--- config.mk ---
export PLATFORM = sky130hd
export DESIGN_NAME = shift_add_mult_core
export DESIGN_NICKNAME = d
export VERILOG_FILES = /design/src/rtl/shift_add_mult_core.sv
export SDC_FILE = /design/constraint.sdc
export NUM_CORES = 1
export LEC_CHECK = 0
export ABC_AREA = 1
export BUFFER_PORTS_ARGS = -buffer_cell sky130_fd_sc_hd__buf_2
export CAP_MARGIN = 10
export CORE_MARGIN = 4
export CORE_UTILIZATION = 40
export DETAILED_ROUTE_END_ITERATION = 10
export GPL_TIMING_DRIVEN = 0
export PLACE_DENSITY = 0.62
export SYNTH_ARGS = -nofsm -noshare
export SYNTH_HDL_FRONTEND = slang
export SYNTH_SLANG_ARGS = --single-unit
--- constraint.sdc ---
create_clock -name clock -period 3.3 [get_ports clock]
set_clock_uncertainty 0.2 [all_clocks]
set_input_delay 0.825 -clock clock [delete_from_list [all_inputs] [get_ports clock]]
set_output_delay 0.825 -clock clock [all_outputs]
set_load 0.1 [all_outputs]
--- src/rtl/shift_add_mult_core.sv ---
// ---------------------------------------------------------------------------
// shift_add_mult_core
//
// Sequential unsigned shift-and-add multiplier. One multiplier bit is
// consumed per ADD+SHIFT pair, so a WIDTH-bit operation takes one load edge
// plus 2*WIDTH edges. The 2*WIDTH-bit product is left in AQ = {A,Q}.
//
// Ports:
//   clock  - rising-edge clock
//   reset  - asynchronous, active-high reset
//   start  - operation request; a new operation begins on its rising edge
//   M      - multiplicand (WIDTH bits), held stable by the user while busy
//   Qin    - multiplier (WIDTH bits), captured on the load edge
//   AQ     - {A,Q} register (2*WIDTH bits), holds the product while ready=1
//   ready  - registered, high while the result in AQ is valid
//   add    - registered, high while the sequencer is in the ADD state
//   shift  - registered, high while the sequencer is in the SHIFT state
// ---------------------------------------------------------------------------
module shift_add_mult_core #(
  parameter int WIDTH = 8
) (
  input  logic               clock,
  input  logic               reset,
  input  logic               start,
  input  logic [WIDTH-1:0]   M,
  input  logic [WIDTH-1:0]   Qin,
  output logic [2*WIDTH-1:0] AQ,
  output logic               ready,
  output logic               add,
  output logic               shift
);

  // The bit counter only has to reach WIDTH-1; keep at least one bit so
  // degenerate widths still elaborate.
  localparam int CW = (WIDTH > 1) ? $clog2(WIDTH) : 1;
  localparam logic [CW-1:0] LAST_BIT = CW'(WIDTH - 1);

  typedef enum logic [1:0] {
    IDLE,
    ADD,
    SHIFT,
    DONE
  } state_t;

  state_t           state_q;
  logic             c_q;
  logic [WIDTH-1:0] a_q;
  logic [WIDTH-1:0] q_q;
  logic [CW-1:0]    count_q;
  logic             startPrev_q;
  logic             ready_q;
  logic             add_q;
  logic             shift_q;

  logic             startRise;
  logic [WIDTH:0]   sum_d;

  // Edge detect on start so that holding it high never retriggers.
  assign startRise = start & ~startPrev_q;

  // Carry-producing adder; the extra top bit becomes the new C.
  assign sum_d = {1'b0, a_q} + {1'b0, M};

  // Sequencer and datapath registers. Moore outputs are registered by
  // setting them together with the state they belong to, so add/shift/ready
  // always reflect the current state and add/shift can never overlap.
  always_ff @(posedge clock or posedge reset) begin
    if (reset) begin
      state_q     <= IDLE;
      c_q         <= 1'b0;
      a_q         <= '0;
      q_q         <= '0;
      count_q     <= '0;
      startPrev_q <= 1'b0;
      ready_q     <= 1'b0;
      add_q       <= 1'b0;
      shift_q     <= 1'b0;
    end else begin
      startPrev_q <= start;
      case (state_q)
        IDLE, DONE: begin
          // Outside a load edge everything holds, so the product and ready
          // stay stable in DONE.
          if (startRise) begin
            a_q     <= '0;
            c_q     <= 1'b0;
            q_q     <= Qin;
            count_q <= '0;
            ready_q <= 1'b0;
            add_q   <= 1'b1;
            shift_q <= 1'b0;
            state_q <= ADD;
          end
        end
        ADD: begin
          // Only add the multiplicand when the current multiplier bit is 1;
          // otherwise A and C keep their values.
          if (q_q[0]) begin
            {c_q, a_q} <= sum_d;
          end
          add_q   <= 1'b0;
          shift_q <= 1'b1;
          state_q <= SHIFT;
        end
        SHIFT: begin
          // Logical right shift of {C,A,Q}: C drops into A's MSB, the
          // consumed multiplier bit falls off Q's LSB, and C is cleared.
          {c_q, a_q, q_q} <= {1'b0, c_q, a_q, q_q[WIDTH-1:1]};
          shift_q <= 1'b0;
          if (count_q == LAST_BIT) begin
            ready_q <= 1'b1;
            state_q <= DONE;
          end else begin
            count_q <= count_q + 1'b1;
            add_q   <= 1'b1;
            state_q <= ADD;
          end
        end
        default: begin
          state_q <= IDLE;
          add_q   <= 1'b0;
          shift_q <= 1'b0;
          ready_q <= 1'b0;
        end
      endcase
    end
  end

  assign AQ    = {a_q, q_q};
  assign ready = ready_q;
  assign add   = add_q;
  assign shift = shift_q;

endmodule

==> results.py, run 1 <==
metrics = {
    "floorplanning": {
        "core_area_sq_um": 3800,
        "start_util_pct": 42.7,
        "die_w_um": 71.7,
        "rows": 22,
        "pin_count": 38,
        "dieArea_sq_um": 5140,
        "die_h_um": 71.7,
    },
    "worst_hold_path": {
        "hp-class": "flop to flop",
        "min_to": "count_q[0]$_DFFE_PP0P_",
        "min_from": "count_q[0]$_DFFE_PP0P_",
        "hold_path_depth": 1,
    },
    "grt": {
        "grt_pass1_wl_mm": 6.06,
        "grt_max_degree": 27,
        "grt_pass1_vias": 1317,
        "track_usage_pct": 14.6,
        "overflow": 0,
        "antenna_found_initial": 0,
    },
    "timing": {
        "final-hold-violation-count": 0,
        "rsz0062_at_grt": "false",
        "min_period_ps": 2220,
        "setup_viol": 0,
        "fmax_mhz": 450,
        "hold_ws_ps": 296,
        "slew_headroom_pct": 36.0,
        "period_share_pct": 67.4,
        "slew_viol_final": 0,
        "tightest_slew_ps": 958,
        "tns_ps": 0,
    },
    "clock_network": {
        "post_cts_buffers": 0,
        "cts.sinks": 26,
        "h-tree-depth": 1,
        "cts_buffers": 3,
        "cts.repair.resized": 0,
        "clk_pin_slew_ps": 100,
        "cts_tree": "built",
        "clock-root-buffer": "clkbuf_8",
        "cts_hold_buffers": 0,
        "cts_max_path_buffers": 2,
        "clock_latency_ps": 280,
    },
    "setup_path": {
        "cp_common_cell": "nand2_1",
        "reg2reg_depth": 11,
        "slowest_stage": "fa_1",
        "worstSetupPathType": "primary input to flop",
        "required_ps": 3320,
        "reg2reg_from": "a_q[0]$_DFFE_PP0P_",
        "r2r_end": "a_q[6]$_DFFE_PP0P_",
        "cp-end-kind": "flop",
        "critical_path_arrival_ps": 2240,
        "cp_cell_sequence": "buf_2, ha_1, fa_1, nand2_1, nand2_1, nand3b_1, nand2_1, nand2_1, nand3_1, nand2_1, nand2_1, nand2_1",
        "r2r_slack_ps": 1290,
        "slowest_delay_ps": 390,
        "cp-start-kind": "primary input",
        "crit_fanout": 4,
    },
    "synthesis": {
        "netlist-cell-type-count": 28,
        "synth_ff_type": "dfrtp_1",
        "seq_area_frac_synth_pct": 40.1,
        "synth_top_family_by_area": "simple AND/OR/NAND/NOR gates",
        "synthAdderAreaFrac_pct": 11.3,
        "netlist_area_sq_um": 1620,
        "synth-edff-count": 0,
        "syn_nets": 239,
        "synth_seq_cells": 26,
        "synth_async_sr_flop_share_pct": 100,
        "synth_compound_area_share_pct": 16.6,
        "synth_xor_xnor_area_share_pct": 0,
        "syn_inst": 206,
        "synth-simple-area-share_pct": 23.8,
        "synthMuxAreaShare_pct": 0,
        "syn_avg_cell_area_sq_um": 7.88,
        "yosys_warnings": 0,
    },
    "final_layout": {
        "fin_nets": 281,
        "fill_cells": 392,
        "area_growth_pct": 19.5,
        "final_util_pct": 51.1,
        "final_common_cell": "nand2_1",
        "antennaDiodeCount": 0,
        "most-common-layout-cells": "nand2_1 (67), buf_2 (39), inv_1 (26), dfrtp_1 (26), o21ai_0 (15)",
        "drive_gt1_share_pct": 21.1,
    },
    "drt": {
        "wl_per_cell_um": 11.9,
        "vias": 1424,
        "drc": 0,
        "ant_nets": 0,
        "drt_iter0_drc": 41,
        "first_pass_iters": 4,
        "viasPerCell": 4.83,
        "drt-total-wl_mm": 3.52,
    },
    "placed_design": {
        "hpwl_mm": 2.75,
        "place.gp.congestion": 0.760,
        "numPortBuffers": 37,
    },
    "flow_run": {
        "cap_violations": 0,
    },
    "run_status": {
        "status": "finished, final reports clean",
    },
}
-- through the flow --
step	instance area, sq um	setup slack, ps	instances
2_1_floorplan	1620	929	206
4_1_cts	1940	1080	295
3_5_place_dp	1870	786	291
3_3_place_gp	1870	806	291
6_report	1940	1080	295
5_1_grt	1940	947	295
-- Yosys cell counts (5+ instances only) --
library cell	count	area share, %
nand2_1	67	15
dfrtp_1	26	40
inv_1	26	6.0
o21ai_0	15	4.6
ha_1	13	10
nand3_1	10	3.1
a21oi_1	7	2.2
nor2_1	7	1.6
o21ai_1	6	1.9
o211ai_1	5	2.3
-- worst max-delay path: cells and delay by family --
family        cells  cell delay [ps]
fa+ha+maj         2              610
simple gates      9              710
buf+inv           1              100
-- worst max-delay path by stage --
stage / startpoint / endpoint / slack (ps) / cells after the start
detailed placement: M[0] / a_q[6]$_DFFE_PP0P_ / 790 / 11
global placement: M[0] / a_q[6]$_DFFE_PP0P_ / 810 / 11
finish: M[0] / a_q[6]$_DFFE_PP0P_ / 1080 / 12
global route: M[0] / a_q[6]$_DFFE_PP0P_ / 950 / 12
floorplan: a_q[0]$_DFFE_PP0P_ / a_q[6]$_DFFE_PP0P_ / 930 / 10
CTS: M[0] / a_q[6]$_DFFE_PP0P_ / 1080 / 12
-- cell type report --
class | instances | area [sq um] | area share [%]
clock buffer | 3 | 41.3 | 2.13
timing repair buffer | 37 | 185 | 9.55
inverter | 28 | 105 | 5.42
clock inverter | 1 | 30.0 | 1.55
multi-input combinational | 148 | 838 | 43.2
sequential | 26 | 651 | 33.5
buffer | 4 | 28.8 | 1.48
tap | 48 | 60.1 | 3.10
-- state kept, by name, summed over array words and instances, names as in the netlist --
name and flops:
shift 1, ready 1, q_q 8, add 1, state_q 2, a_q 8
count_q 3, c_q 1, startPrev_q 1
-- cells by family (layout without fill, tap and decap cells) --
group | after synthesis | in the layout
AO/OA/AOI/OAI | 43 | 43
AND/OR/NAND/NOR | 91 | 91
flip-flops | 26 | 26
buffers and inverters | 32 | 73
adder cells (fa/ha/maj) | 14 | 14
-- routing by layer --
| metal | vias to the layer above | wire length [um] | GRT usage (%) |
|---|---|---|---|
| met5 | - | 0 | 0 |
| met4 | 0 | 18 | 1.88 |
| met3 | 2 | 164 | 3.79 |
| met2 | 22 | 1530 | 22.6 |
| met1 | 642 | 1800 | 21.2 |
| li1 | 758 | - | - |
Power of run 1 is not shown: default switching activity piles up to over one toggle a cycle in this logic, so the estimate is an artifact.
==> run 2: changes to the inputs <==
- clock period: 3.3 -> 2.12 ns (I/O delays scaled with it)
==> run 2 against run 1 <==
Against the previous run: global-route usage fell by 0.66 points; via count is 1.3% lower; first-iteration DRC count grew 4.9%; non-clock buffer count unchanged; critical path depth down 2; flip-flop and latch count did not move; critical path type is now flop to flop.
==> results.py, run 2 (synthesis gave the netlist of run 1 again) <==
metrics = {
    "drt": {
        "drt-total-wl_mm": 3.46,
        "ant_nets": 0,
        "drc": 0,
        "wl_per_cell_um": 11.7,
        "first_pass_iters": 4,
        "vias": 1405,
        "viasPerCell": 4.76,
        "drt_iter0_drc": 43,
    },
    "final_layout": {
        "final_common_cell": "nand2_1",
        "seq_area_sq_um": 662,
        "area_growth_pct": 19.8,
        "fill_cells": 372,
        "drive_gt1_share_pct": 25.5,
        "reg.largest.list": "a_q (8), q_q (8), count_q (3)",
        "fin_area_sq_um": 1940,
        "fin_nets": 281,
        "antennaDiodeCount": 0,
        "most-common-layout-cells": "nand2_1 (65), buf_2 (39), inv_1 (26)",
        "multiInputGateArea_sq_um": 848,
    },
    "timing": {
        "hold_ws_ps": 175,
        "fmax_mhz": 515,
        "final-hold-violation-count": 0,
        "setup_viol": 0,
        "slew_viol_final": 0,
        "tns_ps": 0,
        "rsz0062_at_grt": "false",
        "min_period_ps": 1940,
        "slew_headroom_pct": 35.6,
        "tightest_slew_ps": 965,
        "period_share_pct": 91.5,
        "final.setup.worst_slack_ps": 179,
    },
    "grt": {
        "overflow": 0,
        "track_usage_pct": 14.0,
        "grt_use_met2_pct": 21.4,
        "gr-usage-met1_pct": 19.9,
        "antenna_found_initial": 0,
        "grt_max_degree": 27,
        "grt_pass1_wl_mm": 5.85,
        "grt_use_met3_pct": 4.07,
        "top_usage_layer": "met2",
        "grt_pass1_vias": 1299,
    },
    "setup_path": {
        "required_ps": 2090,
        "reg2reg_depth": 10,
        "reg2reg_from": "a_q[0]$_DFFE_PP0P_",
        "critical_path_arrival_ps": 1910,
        "cp_cell_sequence": "ha_2, fa_2, nand2_2, nand2_2, nand3b_1, nand3_1, nand3_1, nand2_1, nand2_1, nand2_1",
        "cp_top_family": "simple AND/OR/NAND/NOR gates",
        "cp_num_cells": 10,
        "worstSetupStartpoint": "a_q[0]$_DFFE_PP0P_",
        "slowest_delay_ps": 500,
        "cp-end-kind": "flop",
        "worstSetupPathType": "flop to flop",
        "r2r_end": "a_q[6]$_DFFE_PP0P_",
        "slowest_stage": "dfrtp_4",
        "r2r_slack_ps": 180,
        "cp_common_cell": "nand2_1",
        "crit_fanout": 4,
        "cp-start-kind": "flop",
        "crit_end": "a_q[6]$_DFFE_PP0P_",
        "path_buf_inv": 0,
    },
    "clock_network": {
        "cts_buffers": 3,
        "cts_tree": "built",
        "clock-root-buffer": "clkbuf_8",
        "cts.sinks": 26,
        "cts.repair.resized": 0,
        "clock_latency_ps": 270,
        "h-tree-depth": 1,
        "cts_max_path_buffers": 2,
        "post_cts_buffers": 0,
        "clk_pin_slew_ps": 80,
        "cts_hold_buffers": 0,
    },
    "placed_design": {
        "place_ws_ps": -86.3,
        "numPortBuffers": 37,
        "place.gp.congestion": 0.787,
        "place_area_sq_um": 1880,
        "hpwl_mm": 2.71,
    },
    "floorplanning": {
        "die_h_um": 71.7,
        "core_area_sq_um": 3800,
        "dieArea_sq_um": 5140,
        "start_util_pct": 42.7,
        "rows": 22,
        "die_w_um": 71.7,
        "pin_count": 38,
    },
    "worst_hold_path": {
        "hp-class": "primary input to flop",
    },
    "flow_run": {
        "cap_violations": 0,
    },
    "run_status": {
        "status": "finished, final reports clean",
    },
}
run 2: changes by cell type in the layout (fill, tap and decap cells not counted), sizes merged:
cell,delta
bufinv,-1
clkbuf,+1
run 2: layer usage:
metal | up-vias | routed length [um]
met3 | 3 | 197
met1 | 612 | 1750
met4 | 0 | 16
li1 | 753 | -
met2 | 37 | 1500
met5 | - | 0
run 2: worst min path at each step:
stage          cells after the start  slack, ps             from               endpoint
2_1_floorplan                      2        250  c_q$_DFFE_PP0P_        c_q$_DFFE_PP0P_
3_3_place_gp                       2        270  add$_DFFE_PP0P_        add$_DFFE_PP0P_
3_5_place_dp                       2        270  add$_DFFE_PP0P_        add$_DFFE_PP0P_
4_1_cts                            1        170            start  startPrev_q$_DFF_PP0_
5_1_grt                            1        160            start  startPrev_q$_DFF_PP0_
6_report                           1        180            start  startPrev_q$_DFF_PP0_
run 2: layout make-up:
cell class / instances / share of cell area [%]
Multi-Input combinational cell: 148 / 43.6
Sequential cell: 26 / 34.0
Timing Repair Buffer: 37 / 9.52
Inverter: 28 / 5.41
Tap cell: 48 / 3.09
Clock buffer: 4 / 2.83
Buffer: 4 / 1.48
run 2: metrics by stage:
step                std cells  utilization [%]
finish                    295             51.2
global route              295             51.2
CTS                       295             50.9
detailed placement        291             49.5
global placement          291             49.5
floorplan                 206                -
run 2: worst register-to-register path, stage by stage, from the launching register on:
cell and delay [ps]:
dfrtp_4 500, ha_2 200, fa_2 350, nand2_2 90, nand2_2 80, nand3b_1 120
nand3_1 80, nand3_1 90, nand2_1 50, nand2_1 50, nand2_1 50
Power of run 2 is left out for the same reason.
